### src/rtl/parking_pkg.sv
// Shared definitions for the parking fee unit: defaults, FSM states, hour arithmetic.
package parking_pkg;

  localparam int unsigned DAY_HOURS = 24;
  localparam int unsigned RATE      = 10;

  typedef enum logic [1:0] {
    StIdle,
    StAlloc,
    StDur,
    StFee
  } park_state_e;

  // Hours at or beyond the wrap point (including the counter's transient 24) read as hour 0.
  function automatic int unsigned norm_hour(input int unsigned t, input int unsigned day);
    return (t >= day) ? 32'd0 : t;
  endfunction

  // Elapsed hours from stamp to cur on a clock that wraps at day.
  function automatic int unsigned wrap_diff(input int unsigned cur, input int unsigned stamp,
                                            input int unsigned day = DAY_HOURS);
    int unsigned c;
    int unsigned s;
    c = norm_hour(cur, day);
    s = norm_hour(stamp, day);
    return (c >= s) ? (c - s) : (c + day - s);
  endfunction

endpackage

### src/rtl/slot_alloc.sv
// Lowest-index free slot finder over the occupancy bitmap.
module slot_alloc #(
  parameter int unsigned NUM_SLOTS = 8,
  parameter int unsigned SLOT_W    = $clog2(NUM_SLOTS)
) (
  input  logic [NUM_SLOTS-1:0] occupied_i,
  output logic [SLOT_W-1:0]    idx_o,
  output logic                 any_free_o
);

  // Scan from the top so the lowest free index is the last one written.
  always_comb begin
    idx_o      = '0;
    any_free_o = 1'b0;
    for (int i = NUM_SLOTS - 1; i >= 0; i--) begin
      if (!occupied_i[i]) begin
        idx_o      = SLOT_W'(i);
        any_free_o = 1'b1;
      end
    end
  end

endmodule

### src/rtl/parking_fee_unit.sv
// Parking slot manager: allocates slots on entry, bills duration x rate on exit.
module parking_fee_unit
  import parking_pkg::*;
#(
  parameter int unsigned NUM_SLOTS = 8,
  parameter int unsigned SLOT_W    = $clog2(NUM_SLOTS),
  parameter int unsigned TIME_W    = 12,
  parameter int unsigned DAY_HOURS = parking_pkg::DAY_HOURS,
  parameter int unsigned RATE      = parking_pkg::RATE,
  parameter int unsigned FEE_W     = 16
) (
  input  logic                 clk,
  input  logic                 rst_n,
  input  logic [TIME_W-1:0]    cur_time_i,
  input  logic                 entry_req_i,
  input  logic                 exit_req_i,
  input  logic [SLOT_W-1:0]    exit_slot_i,
  output logic                 busy_o,
  output logic                 entry_ok_o,
  output logic [SLOT_W-1:0]    entry_slot_o,
  output logic                 entry_full_o,
  output logic                 fee_valid_o,
  output logic [FEE_W-1:0]     fee_o,
  output logic [TIME_W-1:0]    duration_o,
  output logic                 exit_err_o,
  output logic [SLOT_W:0]      free_count_o,
  output logic [NUM_SLOTS-1:0] occupied_o
);

  park_state_e state_q, state_d;

  logic [NUM_SLOTS-1:0] occupied_q, occupied_d;
  logic [TIME_W-1:0]    stamp_q [NUM_SLOTS];
  logic [TIME_W-1:0]    stamp_d [NUM_SLOTS];
  logic [TIME_W-1:0]    time_q, time_d;
  logic [TIME_W-1:0]    duration_q, duration_d;
  logic [SLOT_W-1:0]    slot_q, slot_d;
  logic [SLOT_W-1:0]    entry_slot_q, entry_slot_d;
  logic [SLOT_W:0]      free_count_q, free_count_d;
  logic [FEE_W-1:0]     fee_q, fee_d;
  logic                 entry_ok_q, entry_ok_d;
  logic                 entry_full_q, entry_full_d;
  logic                 fee_valid_q, fee_valid_d;
  logic                 exit_err_q, exit_err_d;

  logic [TIME_W-1:0]    cur_norm;
  logic [SLOT_W-1:0]    free_idx;
  logic                 any_free;
  int unsigned          raw_hours;
  logic [31:0]          fee_full;

  assign cur_norm = TIME_W'(norm_hour(32'(cur_time_i), DAY_HOURS));

  slot_alloc #(
    .NUM_SLOTS (NUM_SLOTS),
    .SLOT_W    (SLOT_W)
  ) u_slot_alloc (
    .occupied_i (occupied_q),
    .idx_o      (free_idx),
    .any_free_o (any_free)
  );

  // Next-state, slot bookkeeping and result registers.
  always_comb begin
    state_d      = state_q;
    occupied_d   = occupied_q;
    stamp_d      = stamp_q;
    time_d       = time_q;
    slot_d       = slot_q;
    entry_slot_d = entry_slot_q;
    fee_d        = fee_q;
    duration_d   = duration_q;
    entry_ok_d   = 1'b0;
    entry_full_d = 1'b0;
    fee_valid_d  = 1'b0;
    exit_err_d   = 1'b0;
    raw_hours    = 32'd0;
    fee_full     = 32'd0;

    unique case (state_q)
      StIdle: begin
        // Exit wins; a concurrent entry is dropped and must be re-presented.
        if (exit_req_i) begin
          slot_d  = exit_slot_i;
          state_d = StDur;
        end else if (entry_req_i) begin
          time_d  = cur_norm;
          state_d = StAlloc;
        end
      end
      StAlloc: begin
        if (any_free) begin
          occupied_d[free_idx] = 1'b1;
          stamp_d[free_idx]    = time_q;
          entry_ok_d           = 1'b1;
          entry_slot_d         = free_idx;
        end else begin
          entry_full_d = 1'b1;
        end
        state_d = StIdle;
      end
      StDur: begin
        if (!occupied_q[slot_q]) begin
          exit_err_d = 1'b1;
          state_d    = StIdle;
        end else begin
          raw_hours          = wrap_diff(32'(cur_time_i), 32'(stamp_q[slot_q]), DAY_HOURS);
          // Any stay, even zero hours, is billed as at least one hour.
          duration_d         = (raw_hours == 32'd0) ? TIME_W'(1) : TIME_W'(raw_hours);
          occupied_d[slot_q] = 1'b0;
          state_d            = StFee;
        end
      end
      StFee: begin
        fee_full    = 32'(duration_q) * RATE;
        fee_d       = FEE_W'(fee_full);
        fee_valid_d = 1'b1;
        state_d     = StIdle;
      end
      default: state_d = StIdle;
    endcase

    free_count_d = '0;
    for (int i = 0; i < NUM_SLOTS; i++) begin
      if (!occupied_d[i]) free_count_d = free_count_d + 1'b1;
    end
  end

  // State and result registers; reset discards all occupancy.
  always_ff @(posedge clk or negedge rst_n) begin
    if (!rst_n) begin
      state_q      <= StIdle;
      occupied_q   <= '0;
      stamp_q      <= '{default: '0};
      time_q       <= '0;
      slot_q       <= '0;
      entry_slot_q <= '0;
      fee_q        <= '0;
      duration_q   <= '0;
      free_count_q <= (SLOT_W + 1)'(NUM_SLOTS);
      entry_ok_q   <= 1'b0;
      entry_full_q <= 1'b0;
      fee_valid_q  <= 1'b0;
      exit_err_q   <= 1'b0;
    end else begin
      state_q      <= state_d;
      occupied_q   <= occupied_d;
      stamp_q      <= stamp_d;
      time_q       <= time_d;
      slot_q       <= slot_d;
      entry_slot_q <= entry_slot_d;
      fee_q        <= fee_d;
      duration_q   <= duration_d;
      free_count_q <= free_count_d;
      entry_ok_q   <= entry_ok_d;
      entry_full_q <= entry_full_d;
      fee_valid_q  <= fee_valid_d;
      exit_err_q   <= exit_err_d;
    end
  end

  assign busy_o       = (state_q != StIdle);
  assign entry_ok_o   = entry_ok_q;
  assign entry_slot_o = entry_slot_q;
  assign entry_full_o = entry_full_q;
  assign fee_valid_o  = fee_valid_q;
  assign fee_o        = fee_q;
  assign duration_o   = duration_q;
  assign exit_err_o   = exit_err_q;
  assign free_count_o = free_count_q;
  assign occupied_o   = occupied_q;

endmodule

### config.mk
export PLATFORM = sky130hd
export DESIGN_NAME = parking_fee_unit
export DESIGN_NICKNAME = d
export VERILOG_FILES = /design/src/rtl/parking_pkg.sv /design/src/rtl/slot_alloc.sv /design/src/rtl/parking_fee_unit.sv
export SDC_FILE = /design/constraint.sdc
export NUM_CORES = 1
export LEC_CHECK = 0
export ABC_AREA = 1
export BUFFER_PORTS_ARGS = -buffer_cell sky130_fd_sc_hd__buf_2
export CAP_MARGIN = 30
export CORE_MARGIN = 3
export CORE_UTILIZATION = 35
export CTS_CLUSTER_SIZE = 30
export DETAILED_ROUTE_END_ITERATION = 6
export REMOVE_ABC_BUFFERS = 1
export SLEW_MARGIN = 25
export SYNTH_ARGS = -nofsm -noshare
export SYNTH_HDL_FRONTEND = slang
export SYNTH_SLANG_ARGS = --single-unit
### constraint.sdc
create_clock -name clk -period 7.2 [get_ports clk]
set_input_delay 0.72 -clock clk [delete_from_list [all_inputs] [get_ports clk]]
set_output_delay 0.72 -clock clk [all_outputs]
set_load 0.1 [all_outputs]
* Yosys cells after proc, flatten, opt, wreduce, memory -nomap -nowiden
Cells that the tools add are included.
** Storage, ports and cells
- Output and inout bits :: 48
- Bits in registers :: 159
- Input bits :: 19
** Operators by class
- Magnitude comparators :: 10
- $add $sub $neg :: 10
- Muxes and demuxes :: 54
- Multiply operators :: 1
- Equality and inequality tests :: 4
- Bitwise logic cells :: 6
- Reduce and logical (&&, ||, !) cells :: 11
** Operator list (number)
- $bwmux 96 :: 1
- $mux 12 :: 6
- $bmux 12 s3 :: 1
- $demux 12 s3 :: 1
- $logic_not 32->1 :: 1
- $mux 32 :: 1
- $add 4x1->4 const B :: 7
- $mux 4 :: 7
- $ge 12x5->1 const B :: 2
- $mux 3 :: 8
- $mux 1 :: 19
- $mux 8 :: 2
- $pmux 8 s2 :: 1
- $mul 12x3->15 const B :: 1
- $sub 13x12->14 :: 1
- $add 12x5->13 const B :: 1
- $sub 12x12->13 :: 1
- $ge 12x12->1 :: 1
- $and 8x8->8 :: 1
- $ge 4x4->1 const B :: 2
- $lt 3x4->1 const B :: 2
- $not 3->4 :: 2
- $not 8->8 :: 1
- $or 8x8->8 :: 1
- other kinds (16) :: 25

* Depth between registers and ports, before layout
Gate-level depths: netlist (run 1).
- Depth after elaboration :: 30
- Gate-level depth with buffers :: 40
- Gate-level depth less buffers :: 40

* Modules after synthesis
Synthesis (run 1) repeated with hierarchy kept, for this count alone.
** Unflattened totals
- Cell total of the unflattened synthesis :: 1151
- Area, all modules :: 9372.7 um2
** By module, submodules not included
- parking_fee_unit :: instances 1, cells each 1133, area an instance 9293.9 um2, sequential area each 3980.1 um2
- slot_alloc :: instances 1, cells each 18, area an instance 78.8 um2, sequential area each 0.0 um2

* Least setup slack after synthesis (run 1)
OpenSTA, ideal clock, no wires.
- Path kind :: flip-flop to flip-flop
- Start point :: reg occupied_q[0] (netlist: occupied_o[0])
- End point :: reg free_count_q[1] (netlist: free_count_o[1])
- Clock period less this slack :: 5.158 ns
- Cell stages (with the launch flop) :: 28
- Path slack :: 2.042 ns
- Buffers on the path :: 1
- Data arrival time :: 5.031 ns
- Data required time :: 7.073 ns
- Library setup time :: 0.127 ns
- Cells stage by stage :: dfrtp_1 > buf_4 > o21ai_0 > a31oi_1 > inv_1 > ha_1 > inv_1 > nand3_1 > nand2_1 > inv_1 > ha_1 > or2_2 > nand2_1 > inv_1 > ha_1 > or2_2 > nand2_1 > inv_1 > ha_1 > or2_2 > nand2_1 > inv_1 > ha_1 > nand2_1 > nand2_1 > ha_1 > nand2_1 > o21ai_0
** RTL lines
- from (decl) :: line parking_fee_unit.sv:32 : logic [NUM_SLOTS-1:0] occupied_q, occupied_d;
- from (signal assigned) :: line parking_fee_unit.sv:147 : occupied_q <= occupied_d;
- $mux 3 :: line slot_alloc.sv:16 : if (!occupied_i[i]) begin
- $lt 3x4->1 (not written as such) / $ge 3x1->1 (equally long branches) :: line parking_fee_unit.sv:93 : occupied_d[free_idx] = 1'b1;
- $logic_and 1x1->1 (not written as such) :: line parking_fee_unit.sv:93
- $mux 1 (not written as such) :: line parking_fee_unit.sv:93
- $demux 1 s3 :: line parking_fee_unit.sv:93
- $or 8x8->8 (no source line)
- $mux 8 :: line parking_fee_unit.sv:92 : if (any_free) begin
- $pmux 8 s2 * :: line parking_fee_unit.sv:80 : unique case (state_q)
- net occupied_d[1] :: line parking_fee_unit.sv:32
- [... 6 more ...]
- $mux 4 * :: line parking_fee_unit.sv:125 : if (!occupied_d[i]) free_count_d = free_count_d + 1'b1;
- $add 4x1->4 :: line parking_fee_unit.sv:125
- $mux 4 * :: line parking_fee_unit.sv:125
- $add 4x1->4 :: line parking_fee_unit.sv:125
- $mux 4 * :: line parking_fee_unit.sv:125
- $add 4x1->4 :: line parking_fee_unit.sv:125
- $mux 4 * :: line parking_fee_unit.sv:125
- net free_count_d[1] :: line parking_fee_unit.sv:39 : logic [SLOT_W:0] free_count_q, free_count_d;
- to (signal assigned) :: line parking_fee_unit.sv:140 : free_count_q <= (SLOT_W + 1)'(NUM_SLOTS);
- to (signal assigned) :: line parking_fee_unit.sv:154 : free_count_q <= free_count_d;
- to (decl) :: line parking_fee_unit.sv:39
The timed path passes the listed nets; every way through them passes the cells marked *. The select of a mux whose other input is x is not followed.
A chain may end at the register's enable or synchronous reset.

* Final worst setup path (run 1)
- Start point :: reg state_q[0]
- End point :: reg free_count_q[1] (netlist: free_count_o[1])
** On the way
- Cells in the longest elaborated chain, start to end :: 17
** Ends and longest elaborated chain
- from (decl) :: line parking_fee_unit.sv:30 : park_state_e state_q, state_d;
- from (signal assigned) :: line parking_fee_unit.sv:132 : state_q <= StIdle;
- from (signal assigned) :: line parking_fee_unit.sv:146 : state_q <= state_d;
- $eq 2x2->1 / $eq 2x1->1 (equally long branches) :: line parking_fee_unit.sv:80
- $pmux 8 s2 * :: line parking_fee_unit.sv:80
- $mux 1 :: line parking_fee_unit.sv:125
- $add 4x1->4 :: line parking_fee_unit.sv:125
- $mux 4 :: line parking_fee_unit.sv:125
- $add 4x1->4 :: line parking_fee_unit.sv:125
- $mux 4 :: line parking_fee_unit.sv:125
- $add 4x1->4 :: line parking_fee_unit.sv:125
- [... 2 more ...]
- $mux 4 :: line parking_fee_unit.sv:125
- $add 4x1->4 :: line parking_fee_unit.sv:125
- $mux 4 :: line parking_fee_unit.sv:125
- $add 4x1->4 :: line parking_fee_unit.sv:125
- $mux 4 :: line parking_fee_unit.sv:125
- $add 4x1->4 :: line parking_fee_unit.sv:125
- $mux 4 * :: line parking_fee_unit.sv:125
- net free_count_d[1] :: line parking_fee_unit.sv:39
The timed path passes the listed nets; every way through them passes the cells marked *.

==> results of run 1 <==
-- cells by family after synthesis --
logic type | Yosys count
xor+xnor | 22
compound gates | 233
fa+ha+maj | 68
buf+inv | 173
other cells | 2
flops | 159
simple gates | 457
-- stage by stage --
step | instance area [sq um] | setup slack [ns] | cells
5_1_grt | 10400 | 1.41 | 1536
3_5_place_dp | 9740 | 1.83 | 1501
4_1_cts | 10400 | 1.80 | 1533
6_report | 10400 | 1.82 | 1536
2_1_floorplan | 8970 | 2.03 | 1103
3_3_place_gp | 9740 | 1.87 | 1501
-- routing by layer --
layer	global-route usage	up-vias
li1	-	3767
met1	0.232	3561
met2	0.257	201
met3	0.0316	25
met4	0.0412	0
met5	0	-
-- synthesized netlist by cell type, types with 3 or more instances --
library cell    n
nand2_1       306
dfrtp_1       158
o21ai_0       148
inv_1         134
nor2_1         62
ha_1           57
nand3_1        44
clkbuf_1       31
a21oi_1        28
xor2_1         17
a22o_1         12
a22oi_1        11
fa_1           11
a221oi_1        9
nand4_1         9
nand2_2         8
nor3_1          6
or2_2           5
xnor2_1         5
a31oi_1         4
a2111oi_0       3
buf_4           3
inv_2           3
nand3_2         3
nand3b_1        3
nor4_1          3
-- path summary, 6_finish.rpt --
kind,startpoint,cells after the start,endpoint,slack (ns)
min,rst_n,1,time_q[10],0.19
min in group clk,time_q[7],2,time_q[7],0.47
min reg2reg,time_q[7],2,time_q[7],0.47
max in group asynchronous,rst_n,3,stamp_q[61],5.58
max reg2reg,state_q[0],28,free_count_o[1],1.82
max,state_q[0],28,free_count_o[1],1.82
-- flip-flops by register name, summed over array words and instances, names as in the netlist --
signal and flops:
fee_valid_o 1, stamp_q 96, entry_slot_o 3, exit_err_o 1, slot_q 3, state_q 2, occupied_o 8, free_count_o 4
entry_ok_o 1, duration_o 12, time_q 12, entry_full_o 1, fee_o 15
-- layout make-up --
type,count,share of cell area
Inverter,137,0.0493
Sequential cell,159,0.381
Multi-Input combinational cell,807,0.430
Clock buffer,17,0.0408
Clock inverter,15,0.0206
Timing Repair Buffer,71,0.0387
Tap cell,330,0.0396
-- worst max-delay path: cells and delay by family, from the launching register on --
kind,cells,cell delay [ns]
compound gates,2,0.18
fa+ha+maj,7,2.14
buf+inv,7,0.62
flops,1,0.40
simple gates,12,1.91
==> results_dict.tcl, run 1 <==
set metrics [dict create \
    status "completed" \
    finalHoldViolCount 0 \
    antenna_found_initial 0 \
    grt_pass1_wl_um 37500 \
    cts_root_buffer "clkbuf_16" \
    fillers 2586 \
    drt-initial-drc-count 553 \
    cts_buffers 17 \
    ys_top_cells_by_area "dfrtp_1, nand2_1, o21ai_0" \
    syn_avg_cell_area_sq_um 8.10 \
    cts_post_setup_buffers_inserted 0 \
    finClkSkew_ns 0.0131 \
    async_flop_share 1.00 \
    synth_top_family_by_area "simple AND/OR/NAND/NOR gates" \
    routed_via_density 4.92 \
    ant_nets 0 \
    yosys_most_used_dff "dfrtp_1" \
    ys_ff_latch 159 \
    core_sq_mm 0.0253 \
    routedWlPerCell_um 14.5 \
    routed-wl-met3_um 1130 \
    path_max_fanout 9 \
    cp-end-kind "register" \
    report.final.slew_viol_count 0 \
    hold_buffers 0 \
    rsz0062_at_grt "false" \
    start_util 0.357 \
    yosys.area_share.simple 0.212 \
    netlist_area_sq_mm 0.00903 \
    die_area_sq_mm 0.0278 \
    fin_crit_sh 0.747 \
    ioPinCount 67 \
    grt_max_degree 104 \
    h-tree-depth 4 \
    route.detailed.drc 0 \
    ys_warn_count 0 \
    layout.nets 1280 \
    wirelength_um 22300 \
    slowest_stage "ha_1" \
    hpwl_um 15400 \
    regArea_sq_mm 0.00398 \
    cts_resized 0 \
    m1WireLength_um 10800 \
    synthCells 1114 \
    worstSkewPairLatency_ns 0.43 \
    hold_class "input port to async pin" \
    synth_seq_area_share 0.441 \
    layout-drive-gt1-share 0.109 \
    synth.top_cell.area_share 0.438 \
    area_growth_syn_to_layout_pct 15.6 \
    yosysTopAreaCell "dfrtp_1" \
    dr_wl_met2_um 10100 \
    timing.final.setup_violations 0 \
    rows 58 \
    layout_common_cells "nand2_1, dfrtp_1, o21ai_0, inv_1, buf_2" \
    clockBufferDepth 2 \
    cts_tree "done" \
    holdWs_ns 0.194 \
    slew_headroom 0.364 \
    gp_congestion 0.900 \
    worstMarginPinSlew_ns 0.951 \
    synth_compound_area_frac 0.148 \
    cp-start-kind "register" \
    maxCapViolCount 0 \
    path_clk_slew_ns 0.07 \
    synth_edf_count 0 \
    tns_ns 0 \
    clock_sinks 159 \
    multi_input_area_sq_mm 0.00448 \
    firstDrtPassIters 5 \
    worstPathArrival_ns 5.68 \
    period_needed_ns 5.38 \
    port_buffers 65 \
    fin_util 0.413 \
    dr.max_layer_used "met4" \
    synth_mux_area_frac 0 \
    synth_cell_types 48 \
    n_antenna_cell 0 \
    max_freq_mhz 186 \
    layout_commonest_cell "nand2_1" \
    dr_total_vias 7554 \
    slowest_delay_ns 0.41 \
    worstSetupPathType "register to register" \
    grt_pass1_vias 7423 \
    grt_overflow 0 \
    synthAdderAreaFrac 0.103 \
    synthXorXnorAreaFrac 0.0213 \
    die_h_um 167 \
    fp.dieW_um 167 \
    grt_util_all_layers 0.163 \
    required_ns 7.50 \
]
Power of run 1 is not shown: default switching activity piles up to over one toggle a cycle in this logic, so the estimate is an artifact.
==> run 2, diff against run 1 <==
--- a/config.mk
+++ b/config.mk
@@ -5,7 +5,7 @@
 export SDC_FILE = /design/constraint.sdc
 export NUM_CORES = 1
 export LEC_CHECK = 0
-export ABC_AREA = 1
+export ABC_AREA = 0
 export BUFFER_PORTS_ARGS = -buffer_cell sky130_fd_sc_hd__buf_2
 export CAP_MARGIN = 30
 export CORE_MARGIN = 3
==> constraint.sdc (replaced) <==
create_clock -name clk -period 5.6 [get_ports clk]
set_input_delay 0.56 -clock clk [delete_from_list [all_inputs] [get_ports clk]]
set_output_delay 0.56 -clock clk [all_outputs]
set_load 0.1 [all_outputs]
==> run 2 against run 1 <==
Synthesized cell count shrank 28%. Largest cell class unchanged. Cell count shrank 20%. Design area grew 1.4%. Wire length shrank 7.9%.
==> results_dict.tcl, run 2 <==
set metrics [dict create \
    route.detailed.drc 0 \
    fin_ws_ns 0.591 \
    start_util 0.361 \
    max_freq_mhz 200 \
    report.final.slew_viol_count 0 \
    ys_ff_latch 159 \
    n_antenna_cell 0 \
    layout-drive-gt1-share 0.292 \
    finalHoldViolCount 0 \
    regArea_sq_mm 0.00398 \
    port_buffers 65 \
    max-vdd-ir-drop_mv 0.541 \
    largest-register "stamp_q" \
    timing.rr.start "slot_q[1]" \
    routed_via_density 5.08 \
    fin_util 0.415 \
    yosysTopAreaCell "dfrtp_1" \
    place_inst 1200 \
    hold_buffers 0 \
    path_clk_slew_ns 0.07 \
    period_needed_ns 5.01 \
    ys_warn_count 0 \
    syn_avg_cell_area_sq_um 11.5 \
    ant_nets 0 \
    yosys_most_used_dff "dfrtp_1" \
    path_max_fanout 20 \
    grt_pass1_wl_um 34100 \
    ioPinCount 67 \
    slowest_delay_ns 0.80 \
    h-tree-depth 4 \
    worstPathCellList "nand2_1 -> o32ai_1 -> o221ai_1 -> o31ai_1 -> nand3_1 -> nor3_1 -> nand2_1 -> ha_1 -> inv_1 -> fa_1 -> nor2b_1 -> o311a_1 -> o31ai_1 -> a211oi_1 -> o21ai_0 -> a21o_1 -> a311o_1 -> o31ai_1" \
    pre_cts_slack_ns 0.446 \
    synth_cell_types 75 \
    cts_buffers 17 \
    slew_headroom 0.423 \
    cts_tree "done" \
    netlist_area_sq_mm 0.00919 \
    worst_r2r_endpoint "duration_o[0]" \
    worstMarginPinSlew_ns 0.866 \
    clockBufferDepth 2 \
    clock_sinks 159 \
    r2r_slack_ns 0.59 \
    hpwl_um 14800 \
    cellPowerDensity_mw_per_mm2 519 \
    firstDrtPassIters 4 \
    antenna_found_initial 0 \
    largest_reg_flops 96 \
    reg2reg_depth 18 \
    fillers 2418 \
    grt_util_all_layers 0.149 \
    timing.final.setup_violations 0 \
    grt_pass1_vias 6405 \
    fin_cells 1232 \
    hold_class "input port to async pin" \
    area_growth_syn_to_layout_pct 15.1 \
    async_flop_share 1.00 \
    wirelength_um 20500 \
    required_ns 5.93 \
    synth_edf_count 0 \
    tns_ns 0 \
    layout_commonest_cell "dfrtp_1" \
    synthTopCellsByCount "dfrtp_1, mux2_2, ha_1" \
    core_sq_mm 0.0255 \
    layout.nets 976 \
    synth.most_common_cell "dfrtp_1" \
    dr_total_vias 6258 \
    gp_congestion 0.819 \
    drt-initial-drc-count 315 \
    worstSkewPairLatency_ns 0.42 \
    synth.top_cell.area_share 0.430 \
    status "completed" \
    rows 58 \
    fp.dieW_um 168 \
    worstSetupPathType "register to register" \
    multi_input_area_sq_mm 0.00502 \
    die_h_um 168 \
    slowest_stage "dfrtp_1" \
    die_area_sq_mm 0.0282 \
    synthCells 802 \
    cp-end-kind "register" \
    routedWlPerCell_um 16.7 \
    leakage_nw 5.13 \
    grt_max_degree 58 \
    crit_top_cell "o31ai_1" \
    ys_top_cells_by_area "dfrtp_1, mux2_2, ha_1" \
    holdWs_ns 0.0999 \
    synth_seq_area_share 0.433 \
    grt_overflow 0 \
    rsz0062_at_grt "false" \
    worstPathArrival_ns 5.34 \
    finClkSkew_ns 0.0162 \
    maxCapViolCount 0 \
    cp-start-kind "register" \
    fin_crit_sh 0.895 \
    layout_common_cells "dfrtp_1, mux2_2, buf_2, ha_1, nand2_1" \
    cts_root_buffer "clkbuf_16" \
]
==> run 2: cell types whose count changed after synthesis, sizes merged, moves of 16 or more <==
cell,previous run,this run
clkbuf,32,13
o21ai,151,36
nand3,47,9
nand2,315,54
xnor2,5,26
mux2,0,119
and2,0,16
nor2,66,36
inv,137,39
buf,4,21
==> run 2: cell type report <==
| class | count | area share |
|---|---|---|
| tap | 330 | 0.0390 |
| clock inverter | 14 | 0.0161 |
| timing repair buffer | 77 | 0.0399 |
| sequential | 159 | 0.376 |
| multi-input combinational | 595 | 0.474 |
| inverter | 39 | 0.0138 |
| clock buffer | 18 | 0.0406 |
==> run 2: layer usage <==
| metal | GRT usage | part of all wire | vias to the layer above |
|---|---|---|---|
| met5 | 0 | 0 | - |
| met4 | 0.0384 | 0.0088 | 0 |
| met3 | 0.0272 | 0.031 | 12 |
| met2 | 0.238 | 0.47 | 86 |
| met1 | 0.211 | 0.49 | 3131 |
| li1 | - | - | 3029 |
==> run 2: worst max path at each step <==
| stage | end | slack (ns) | cells after the start | from |
|---|---|---|---|---|
| floorplan | duration_o[0] | 0.66 | 16 | slot_q[0] |
| finish | duration_o[0] | 0.59 | 18 | slot_q[1] |
| global placement | duration_o[0] | 0.56 | 17 | slot_q[0] |
| CTS | duration_o[0] | 0.43 | 17 | slot_q[0] |
| detailed placement | duration_o[0] | 0.45 | 17 | slot_q[0] |
| global route | duration_o[0] | 0.09 | 18 | slot_q[1] |
==> run 2: metrics by stage <==
| stage | power (mW) | instance area (sq um) |
|---|---|---|
| floorplan | 3.82 | 9130 |
| global route | 5.88 | 10600 |
| global placement | 4.32 | 9980 |
| CTS | 5.53 | 10600 |
| detailed placement | 4.35 | 9980 |
| finish | 5.49 | 10600 |
==> run 2: critical path, delay by kind of cell (launching register included) <==
family	cells	cell delay, ns
adders and majority gates	2	0.67
buffers and inverters	1	0.11
AOI/OAI and AO/OA	10	2.10
DFF	1	0.80
and+or+nand+nor	5	1.23
==> run 2: kinds of logic after synthesis <==
logic type | share of synthesized area
other cells | 0.000817
buf+inv | 0.0327
mux | 0.188
xor+xnor | 0.0444
simple gates | 0.101
compound gates | 0.0987
fa+ha+maj | 0.102
flops | 0.433
==> run 2: what timing repair did <==
| action | 4_1_cts | 5_1_grt |
|---|---|---|
| gates resized for setup | 0 | 1 |
| setup endpoints to repair | 0 | 1 |
| buffers inserted | 0 | 0 |
==> run 2: report_power, final <==
group / internal, mW / switching (mW)
clock network: 0.639 / 0.530
registers: 1.29 / 0.150
logic: 0.993 / 1.89
No activity file was read; power rests on OpenSTA's default activity.
==> run 3, diff against run 2 <==
--- a/config.mk
+++ b/config.mk
@@ -10,6 +10,8 @@
 export CAP_MARGIN = 30
 export CORE_MARGIN = 3
 export CORE_UTILIZATION = 35
+export CTS_BUF_LIST = sky130_fd_sc_hd__clkbuf_8
+export CTS_CLUSTER_DIAMETER = 80
 export CTS_CLUSTER_SIZE = 30
 export DETAILED_ROUTE_END_ITERATION = 6
 export REMOVE_ABC_BUFFERS = 1
==> run 3 against run 2 <==
Hold slack got worse by 0.040 ns. Power shrank 5.4%. Sequential share of layout area grew 0.69 points. Largest power group unchanged. Sequential cell count unchanged. Clock skew rose by 0.0049 ns. Count of clock-buffer cells in the layout fell by 1. Register-to-register slack is essentially flat. Combinational power barely moved. Largest cell class unchanged. Maximum frequency up 0.28%. Via count grew 1.1%. First-iteration DRC count fell by 4.1%. Non-clock buffer count did not move.
==> results_dict.tcl, run 3 (same netlist as run 2, synthesis figures left out) <==
set metrics [dict create \
    status "completed" \
    cts_tree "done" \
    internal_power_mw 2.66 \
    place_inst 1200 \
    period_needed_ns 5.00 \
    die_area_sq_mm 0.0282 \
    grt_max_degree 58 \
    h-tree-depth 4 \
    p_sw_mw 2.53 \
    path_max_fanout 20 \
    required_ns 5.97 \
    grt_pass1_wl_um 34000 \
    firstDrtPassIters 5 \
    slowest_stage "dfrtp_1" \
    report.final.slew_viol_count 0 \
    worstPathArrival_ns 5.36 \
    layout-drive-gt1-share 0.292 \
    switching_share 0.488 \
    crit_top_cell "o31ai_1" \
    cellPowerDensity_mw_per_mm2 500 \
    layout_commonest_cell "dfrtp_1" \
    start_util 0.361 \
    ioPinCount 67 \
    area_growth_syn_to_layout_pct 13.0 \
    largest_reg_flops 96 \
    leakage_nw 5.05 \
    timing.final.setup_violations 0 \
    cp-start-kind "register" \
    hold_class "input port to async pin" \
    core_sq_mm 0.0255 \
    rsz0062_at_grt "false" \
    grt_overflow 0 \
    dr_total_vias 6328 \
    cts_buffers 17 \
    rows 58 \
    largest-register "stamp_q" \
    clock_sinks 159 \
    seq_power_share 0.278 \
    cts_root_buffer "clkbuf_8" \
    worstSetupPathType "register to register" \
    cp-end-kind "register" \
    finalHoldViolCount 0 \
    drt-initial-drc-count 302 \
    routedWlPerCell_um 16.7 \
    tns_ns 0 \
    maxCapViolCount 0 \
    finClkSkew_ns 0.0210 \
    layout_common_cells "dfrtp_1, mux2_2, buf_2, ha_1, nand2_1" \
    layout.nets 976 \
    n_antenna_cell 0 \
    fp.dieW_um 168 \
    wirelength_um 20500 \
    fillers 2446 \
    die_h_um 168 \
    grt_util_all_layers 0.149 \
    max-vdd-ir-drop_mv 0.531 \
    grt_pass1_vias 6383 \
    clockBufferDepth 2 \
    max_freq_mhz 200 \
    antenna_found_initial 0 \
    port_buffers 65 \
    slew_headroom 0.417 \
    power_frac_comb 0.555 \
    route.detailed.drc 0 \
    ant_nets 0 \
    worstPathCellList "nand2_1 -> o32ai_1 -> o221ai_1 -> o31ai_1 -> nand3_1 -> nor3_1 -> nand2_1 -> ha_1 -> inv_1 -> fa_1 -> nor2b_1 -> o311a_1 -> o31ai_1 -> a211oi_1 -> o21ai_0 -> a21o_1 -> a311o_1 -> o31ai_1" \
    worstSkewPairLatency_ns 0.46 \
    hpwl_um 14800 \
    worstMarginPinSlew_ns 0.875 \
    clkPwrFrac 0.168 \
    gp_congestion 0.819 \
    hold_buffers 0 \
    fin_cells 1232 \
    slowest_delay_ns 0.79 \
    path_clk_slew_ns 0.10 \
    fin_crit_sh 0.892 \
    routed_via_density 5.14 \
]
run 3: changes by cell type in the layout (fill, tap and decap cells not counted), sizes merged:
| cell | previous run | this run |
|---|---|---|
| clkbuf | 18 | 17 |
| inv | 47 | 48 |
run 3: worst paths after layout:
kind | startpoint | to | slack [ns] | cells past startpoint
setup / recovery | slot_q[1] | duration_o[0] | 0.60 | 18
hold / removal | rst_n | fee_o[14] | 0.06 | 1
setup reg to reg | slot_q[1] | duration_o[0] | 0.60 | 18
hold reg to reg | stamp_q[67] | stamp_q[67] | 0.51 | 1
max in group asynchronous | rst_n | stamp_q[35] | 4.40 | 2
min in group clk | exit_slot_i[1] | slot_q[1] | 0.35 | 2
run 3: final cells by class:
| class | instances | area (sq um) | area share |
|---|---|---|---|
| Timing Repair Buffer | 77 | 422 | 0.0406 |
| Tap cell | 330 | 413 | 0.0397 |
| Clock buffer | 17 | 234 | 0.0225 |
| Clock inverter | 15 | 174 | 0.0167 |
| Inverter | 39 | 146 | 0.0141 |
| Sequential cell | 159 | 3980 | 0.383 |
| Multi-Input combinational cell | 595 | 5020 | 0.483 |
run 3: power by group through the flow:
| stage | registers (mW) | clock network (mW) | logic [mW] |
|---|---|---|---|
| after floorplan | 2.29 | 0 | 1.53 |
| after global placement | 1.47 | 0 | 2.85 |
| after detailed placement | 1.46 | 0 | 2.89 |
| after CTS | 1.44 | 0.899 | 2.89 |
| after global routing | 1.47 | 0.941 | 3.17 |
| final | 1.44 | 0.871 | 2.88 |
run 3: per-layer routing:
metal	wire length, um	up-vias	part of all wire	track usage
met5	0	-	0	0
met4	223	0	0.011	0.0388
met3	765	16	0.037	0.0277
met2	9500	130	0.46	0.236
met1	10000	3155	0.49	0.211
li1	-	3027	-	-
run 3: repair_timing:
item / CTS / global route
hold endpoints to repair: 0 / 0
resized for setup: 0 / 1
buffers inserted: 0 / 0
endpoints found under the setup margin: 0 / 1
run 3: through the flow:
step / cell area [sq um] / setup slack [ns] / hold WS (ns) / utilization / power, mW
after floorplan: 9130 / 0.660 / 0.264 / - / 3.82
after global placement: 9980 / 0.561 / 0.481 / 0.392 / 4.32
after detailed placement: 9980 / 0.446 / 0.486 / 0.392 / 4.35
after CTS: 10400 / 0.429 / 0.0492 / 0.408 / 5.23
after global routing: 10400 / 0.0790 / 0.0733 / 0.408 / 5.58
final: 10400 / 0.605 / 0.0602 / 0.408 / 5.19
run 3: worst max-delay path: cells and delay by family, from the launching register on:
family,cells,cell delay (ns)
compound gates,10,2.11
fa+ha+maj,2,0.67
buf+inv,1,0.11
flops,1,0.79
simple gates,5,1.23
